==> config.mk <==
export PLATFORM = sky130hd
export DESIGN_NAME = hazard_scoreboard
export DESIGN_NICKNAME = d
export VERILOG_FILES = /design/src/rtl/hazard_scoreboard.sv
export SDC_FILE = /design/constraint.sdc
export NUM_CORES = 1
export LEC_CHECK = 0
export CELL_PAD_IN_SITES_DETAIL_PLACEMENT = 1
export CELL_PAD_IN_SITES_GLOBAL_PLACEMENT = 1
export CORE_ASPECT_RATIO = 0.8
export CORE_UTILIZATION = 25
export CTS_CLUSTER_SIZE = 40
export DETAILED_ROUTE_END_ITERATION = 7
export GPL_TIMING_DRIVEN = 0
export PLACE_DENSITY_LB_ADDON = 0.1
export REMOVE_ABC_BUFFERS = 1
export SLEW_MARGIN = 20
export SYNTH_ARGS = -nofsm -noshare
export SYNTH_HDL_FRONTEND = slang
export SYNTH_SLANG_ARGS = --single-unit
==> constraint.sdc <==
create_clock -name clk -period 6.6 [get_ports clk]
set_input_delay 1.98 -clock clk [delete_from_list [all_inputs] [get_ports clk]]
set_output_delay 1.98 -clock clk [all_outputs]
set_load 0.01 [all_outputs]
==> src/rtl/hazard_scoreboard.sv <==
// Hazard unit for the 5-stage core: M/W forwarding, load-use stall, and a
// per-register scoreboard for long-latency writes that retire via CompValid/CompRd.
module hazard_scoreboard #(
  parameter int unsigned NREG    = 32,
  parameter int unsigned REGW    = 5,
  parameter int unsigned NREAD   = 2,
  parameter int unsigned MAX_OUT = 4,
  parameter int unsigned CNTW    = 3
) (
  input  logic                    clk,
  input  logic                    rst_n,
  input  logic [NREAD*REGW-1:0]   RsD,
  input  logic [REGW-1:0]         RdD,
  input  logic                    RegWriteD,
  input  logic                    LongOpD,
  input  logic [NREAD*REGW-1:0]   RsE,
  input  logic [REGW-1:0]         RdE,
  input  logic                    RegWriteE,
  input  logic                    LongOpE,
  input  logic                    ResultSrcE0,
  input  logic                    PCSrcE,
  input  logic [REGW-1:0]         RdM,
  input  logic                    RegWriteM,
  input  logic [REGW-1:0]         RdW,
  input  logic                    RegWriteW,
  input  logic                    CompValid,
  input  logic [REGW-1:0]         CompRd,
  input  logic                    Stall,
  output logic                    StallF,
  output logic                    StallD,
  output logic                    StallE,
  output logic                    StallM,
  output logic                    StallW,
  output logic                    FlushD,
  output logic                    FlushE,
  output logic [2*NREAD-1:0]      ForwardE,
  output logic [NREG-1:0]         Pending,
  output logic [CNTW-1:0]         OutCnt,
  output logic                    SbErr
);

  logic            srcMatchE, rawHaz, loadHaz, longE, longHaz, capHaz, wawHaz, sbHaz, hazD;
  logic            issue, full, validClr, badComp, issueOk, dropErr;
  logic [CNTW:0]   occ;
  logic [NREG-1:0] pendNext;
  logic [CNTW-1:0] cntNext;
  logic            errNext;

  always_comb begin
    ForwardE  = '0;
    srcMatchE = 1'b0;
    rawHaz    = 1'b0;
    for (int unsigned i = 0; i < NREAD; i++) begin
      if (RegWriteM && RsE[i*REGW +: REGW] == RdM && RsE[i*REGW +: REGW] != '0)
        ForwardE[2*i +: 2] = 2'b10;
      else if (RegWriteW && RsE[i*REGW +: REGW] == RdW && RsE[i*REGW +: REGW] != '0)
        ForwardE[2*i +: 2] = 2'b01;
      if (RsD[i*REGW +: REGW] == RdE)
        srcMatchE = 1'b1;
      if (Pending[RsD[i*REGW +: REGW]])
        rawHaz = 1'b1;
    end
  end

  assign loadHaz = ResultSrcE0 & (RdE != '0) & srcMatchE;
  assign longE   = LongOpE & RegWriteE & (RdE != '0);
  assign longHaz = longE & srcMatchE;
  assign wawHaz  = RegWriteD & Pending[RdD];
  assign occ     = {1'b0, OutCnt} + {{CNTW{1'b0}}, longE};
  assign capHaz  = LongOpD & (occ >= (CNTW+1)'(MAX_OUT));
  assign sbHaz   = rawHaz | wawHaz | capHaz;
  assign hazD    = loadHaz | longHaz | sbHaz;

  assign StallF = hazD | Stall;
  assign StallD = hazD | Stall;
  assign StallE = Stall;
  assign StallM = Stall;
  assign StallW = Stall;
  assign FlushD = PCSrcE & ~Stall;
  assign FlushE = (PCSrcE | hazD) & ~Stall;

  assign issue    = longE & ~Stall;
  assign full     = (OutCnt == CNTW'(MAX_OUT));
  assign validClr = CompValid & (CompRd != '0) & Pending[CompRd];
  assign badComp  = CompValid & (CompRd != '0) & ~Pending[CompRd];
  // A completion in the same cycle frees a slot, so a full scoreboard may still accept the issue.
  assign issueOk  = issue & (~full | validClr);
  assign dropErr  = issue & full & ~validClr;

  always_comb begin
    pendNext = Pending;
    if (validClr) pendNext[CompRd] = 1'b0;
    if (issueOk)  pendNext[RdE]    = 1'b1;
    pendNext[0] = 1'b0;

    cntNext = OutCnt;
    if (issueOk && !validClr)
      cntNext = OutCnt + 1'b1;
    else if (!issueOk && validClr && OutCnt != '0)
      cntNext = OutCnt - 1'b1;

    errNext = SbErr | badComp | dropErr;
  end

  always_ff @(posedge clk or negedge rst_n) begin
    if (!rst_n) begin
      Pending <= '0;
      OutCnt  <= '0;
      SbErr   <= 1'b0;
    end else begin
      Pending <= pendNext;
      OutCnt  <= cntNext;
      SbErr   <= errNext;
    end
  end

endmodule

==> reports/results.tsv <==
stage	metric	value	unit
finish	n_diodes	0	
critical_path	R2R setup slack	2.99	ns
critical_path	cell at the slowest stage of the critical path	mux4_2	
power	P per Cell Area	225.6	mW/mm^2
timing	number of failing hold endpoints at the final stage	0	
finish	Layout Area Growth over Synthesis	37.26	%
clock_tree	H-Tree Level Count	2	
grt	overall track demand over capacity in global routing	19.98	%
critical_path	maximum net fanout on the critical path	8	
run	max-cap check violation count	0	
grt	wire length of the first global-routing pass	21070	microns
finish	share of the core filled with cells in the final layout	35.54	%
routing	routed length per instance	23.01	microns
clock_tree	clock tree from TritonCTS	done	
critical_path	Max stage delay on crit path	0.56	ns
yosys	main combinational cell family by area after synthesis	multiplexers	
power	Logic pwr share	42.2	%
routing	number of remaining DRC errors	0	
grt	number of global-route vias before repair	3438	
grt	number of antenna violations at the first check in global routing	0	
power	portion of total power attributed to sequential cells	34.1	%
yosys	per-instance average area after synthesis	9.995	sq um
power	switching power	392.5	uW
yosys	cell taking the most area after synthesis	dfrtp_1	
yosys	most used flip-flop cell after synthesis	dfrtp_1	
critical_path	R2R depth	8	
critical_path	data required time at the worst endpoint	4.62	ns
clock_tree	Worst-Skew Late Latency	0.28	ns
run_status	outcome	finished, final reports clean	
clock_tree	TritonCTS buffer count	5	
yosys	simple-gate area share of the yosys netlist	15.27	%
yosys	Synth cell types	56	
floorplan	floorplan row count	37	
yosys	number of flops mapped to enable cells by yosys	0	
routing	total routed wirelength	13620	microns
critical_path	WP data arrival	4.49	ns
floorplan	die width	131.8	microns
yosys	portion of the post-synthesis area used by sequential elements	26.00	%
yosys	XOR/XNOR share of the synthesized area	8.061	%
timing	Max Fclk	154.5	MHz
timing	Clock Skews	0.008686	ns
place	half-perimeter wire length of the detailed placement result	10230	microns
place	pre-CTS worst setup slack	-0.4175	ns
routing	first-pass iteration count of the detailed router	4	
floorplan	I/O Pins	104	
yosys	proportion of register bits with asynchronous set or reset after synthesis	100.0	%
yosys	Syn. warnings	0	
clock_tree	clk slew on worst S/H paths	0.06	ns
grt	largest net degree at the start of global routing	29	
critical_path	Critical path origin	RsD[0]	
clock_tree	number of setup buffers added after CTS	0	
finish	commonest cells after routing, fill and taps aside	clkdlybuf4s50_1, dfrtp_1, mux4_2, xnor2_1, o31ai_1	
timing	period utilisation layout	98.05	%
timing	worst relative slew slack	28.69	%
yosys	post-synthesis cell count	337	
hold_path	Worst Hold Class	register to register	
power	worst vdd ir	97.91	uV
critical_path	launch instance of the worst register-to-register path	Pending[23]$_DFF_PN0_	
timing	setup violators final	0	
timing	final setup margin	0.1286	ns
floorplan	die area	0.01394	sq mm
critical_path	R2R Path End	OutCnt[2]$_DFFE_PN0P_	
critical_path	most prevalent standard cell on the critical path	mux4_2	
place	gp weighted congestion	0.7667	
yosys	area of the mapped netlist	0.003368	sq mm
yosys	adder and majority gate portion of the synthesized area	0.5944	%
yosys	post-synth top area share	26.00	%
critical_path	worst path cell trace	clkdlybuf4s18_2 > mux4_2 > mux4_2 > nand2_1 > o311a_1 > nand4_1 > or2_1 > clkdlybuf4s50_1	
yosys	area fraction in compound gates after synthesis	20.21	%
routing	vias post-DR	3316	
timing	clock period minus worst slack	6.471	ns
critical_path	endpoint type of the worst setup path	output pin	
power	switching share of power	37.63	%
routing	number of DRC markers in iteration 0	197	
finish	Final nets	474	
floorplan	core footprint	0.01301	sq mm
critical_path	Critical Path Sink	StallD	
place	count of input and output buffers	102	
clock_tree	Root Buffer	clkbuf_16	
critical_path	type of element launching the critical path	input port	
power	Power Internal	650.6	uW
finish	most common cell after layout, fill and taps aside	clkdlybuf4s50_1	
timing	fin. max-slew vios	0	
clock_tree	clock net sink count	35	
timing	pin slew with the least headroom to its limit	1.066	ns
grt	total congestion overflow after global routing	0	
timing	unrepaired setup endpoints after global routing	no	
yosys	flip-flop and latch count after synthesis	35	
yosys	cell types with the largest area share after synthesis	dfrtp_1, mux4_2, xnor2_1, mux2i_1, o31ai_1	
clock_tree	maximum clock path buffer count	2	
timing	summed negative setup slack over all endpoints	0	ns
power	clock network fraction of total power	23.7	%
power	Pleak	1.624	nW
finish	fraction of final layout cells sized beyond drive strength 1	13.91	%
critical_path	critical path type	input port to output pin	
routing	detailed-route vias per instance	5.601	
routing	antenna violation net count after detailed routing	0	
yosys	multiplexer fraction of the synthesized cell area	24.33	%
floorplan	effective utilization at floorplan	25.89	%
floorplan	Die Ht	105.8	microns
[worst min-delay path by stage]
stage,to,start,depth (start not counted),slack [ns]
final,SbErr$_DFF_PN0_,SbErr$_DFF_PN0_,1,0.49
after global routing,SbErr$_DFF_PN0_,SbErr$_DFF_PN0_,1,0.53
after CTS,SbErr$_DFF_PN0_,SbErr$_DFF_PN0_,1,0.49
after detailed placement,SbErr$_DFF_PN0_,SbErr$_DFF_PN0_,1,0.46
after global placement,SbErr$_DFF_PN0_,SbErr$_DFF_PN0_,1,0.46
after floorplan,SbErr$_DFF_PN0_,SbErr$_DFF_PN0_,1,0.50
[metal layers]
metal	track usage (%)	up-vias	wire (microns)
met3	3.319	14	728
met5	0	-	0
li1	-	1489	-
met2	29.71	109	5992
met1	29.72	1704	6714
met4	4.900	0	184
[logic make-up after synthesis]
kind of cell             Yosys count
buffers and inverters             37
AND/OR/NAND/NOR                   88
AO/OA/AOI/OAI                     96
XOR/XNOR                          31
adder cells (fa/ha/maj)            1
flip-flops                        35
other                              1
multiplexers                      48
[stage by stage]
step	instances	total power, mW	hold WS (ns)	instance area, sq um
floorplan	305	0.5428	0.5041	3204
finish	592	1.043	0.4895	4623
CTS	592	1.053	0.4911	4636
detailed placement	584	0.8033	0.4649	4479
global route	592	1.105	0.5250	4623
global placement	582	0.7906	0.4579	4444
[final cells by class]
cell class | instances | area, sq um
Fill cell | 1467 | 8386
Clock buffer | 6 | 138.9
Clock inverter | 2 | 16.27
Tap cell | 175 | 219.0
Multi-Input combinational cell | 265 | 2320
Timing Repair Buffer | 104 | 1035
Sequential cell | 35 | 875.8
Inverter | 5 | 18.77
[power groups by stage]
stage | clock network [mW] | registers, mW | logic (mW)
after floorplan | 0 | 0.331 | 0.211
after global placement | 0 | 0.357 | 0.433
after detailed placement | 0 | 0.359 | 0.444
after CTS | 0.253 | 0.355 | 0.445
after global routing | 0.264 | 0.364 | 0.477
final | 0.247 | 0.356 | 0.440
[cells in the mapped netlist, drive strengths merged (6+ instances only)]
master  number
dfrtp       35
o21ai       34
mux4        27
xnor2       27
o31ai       25
mux2i       20
clkbuf      17
buf         15
nand2       14
nor2        13
nand3        9
o41ai        7
nand3b       6
nand4        6
nor2b        6
[flip-flops by register name (all words and copies together), names as in the netlist]
name,cells
OutCnt,3
SbErr,1
Pending,31
[worst max-delay path: cells and delay by family]
| kind | cells | cell delay (ns) |
|---|---|---|
| and+or+nand+nor | 3 | 0.45 |
| AOI/OAI and AO/OA | 1 | 0.18 |
| muxes | 2 | 1.02 |
| buffers and inverters | 2 | 0.85 |
[repair_timing]
action,4_1_cts,5_1_grt
endpoints found under the setup margin,3,3
resized for setup,10,12
hold buffers,0,0
cloned,0,0
(Power assumes the default switching activity.)
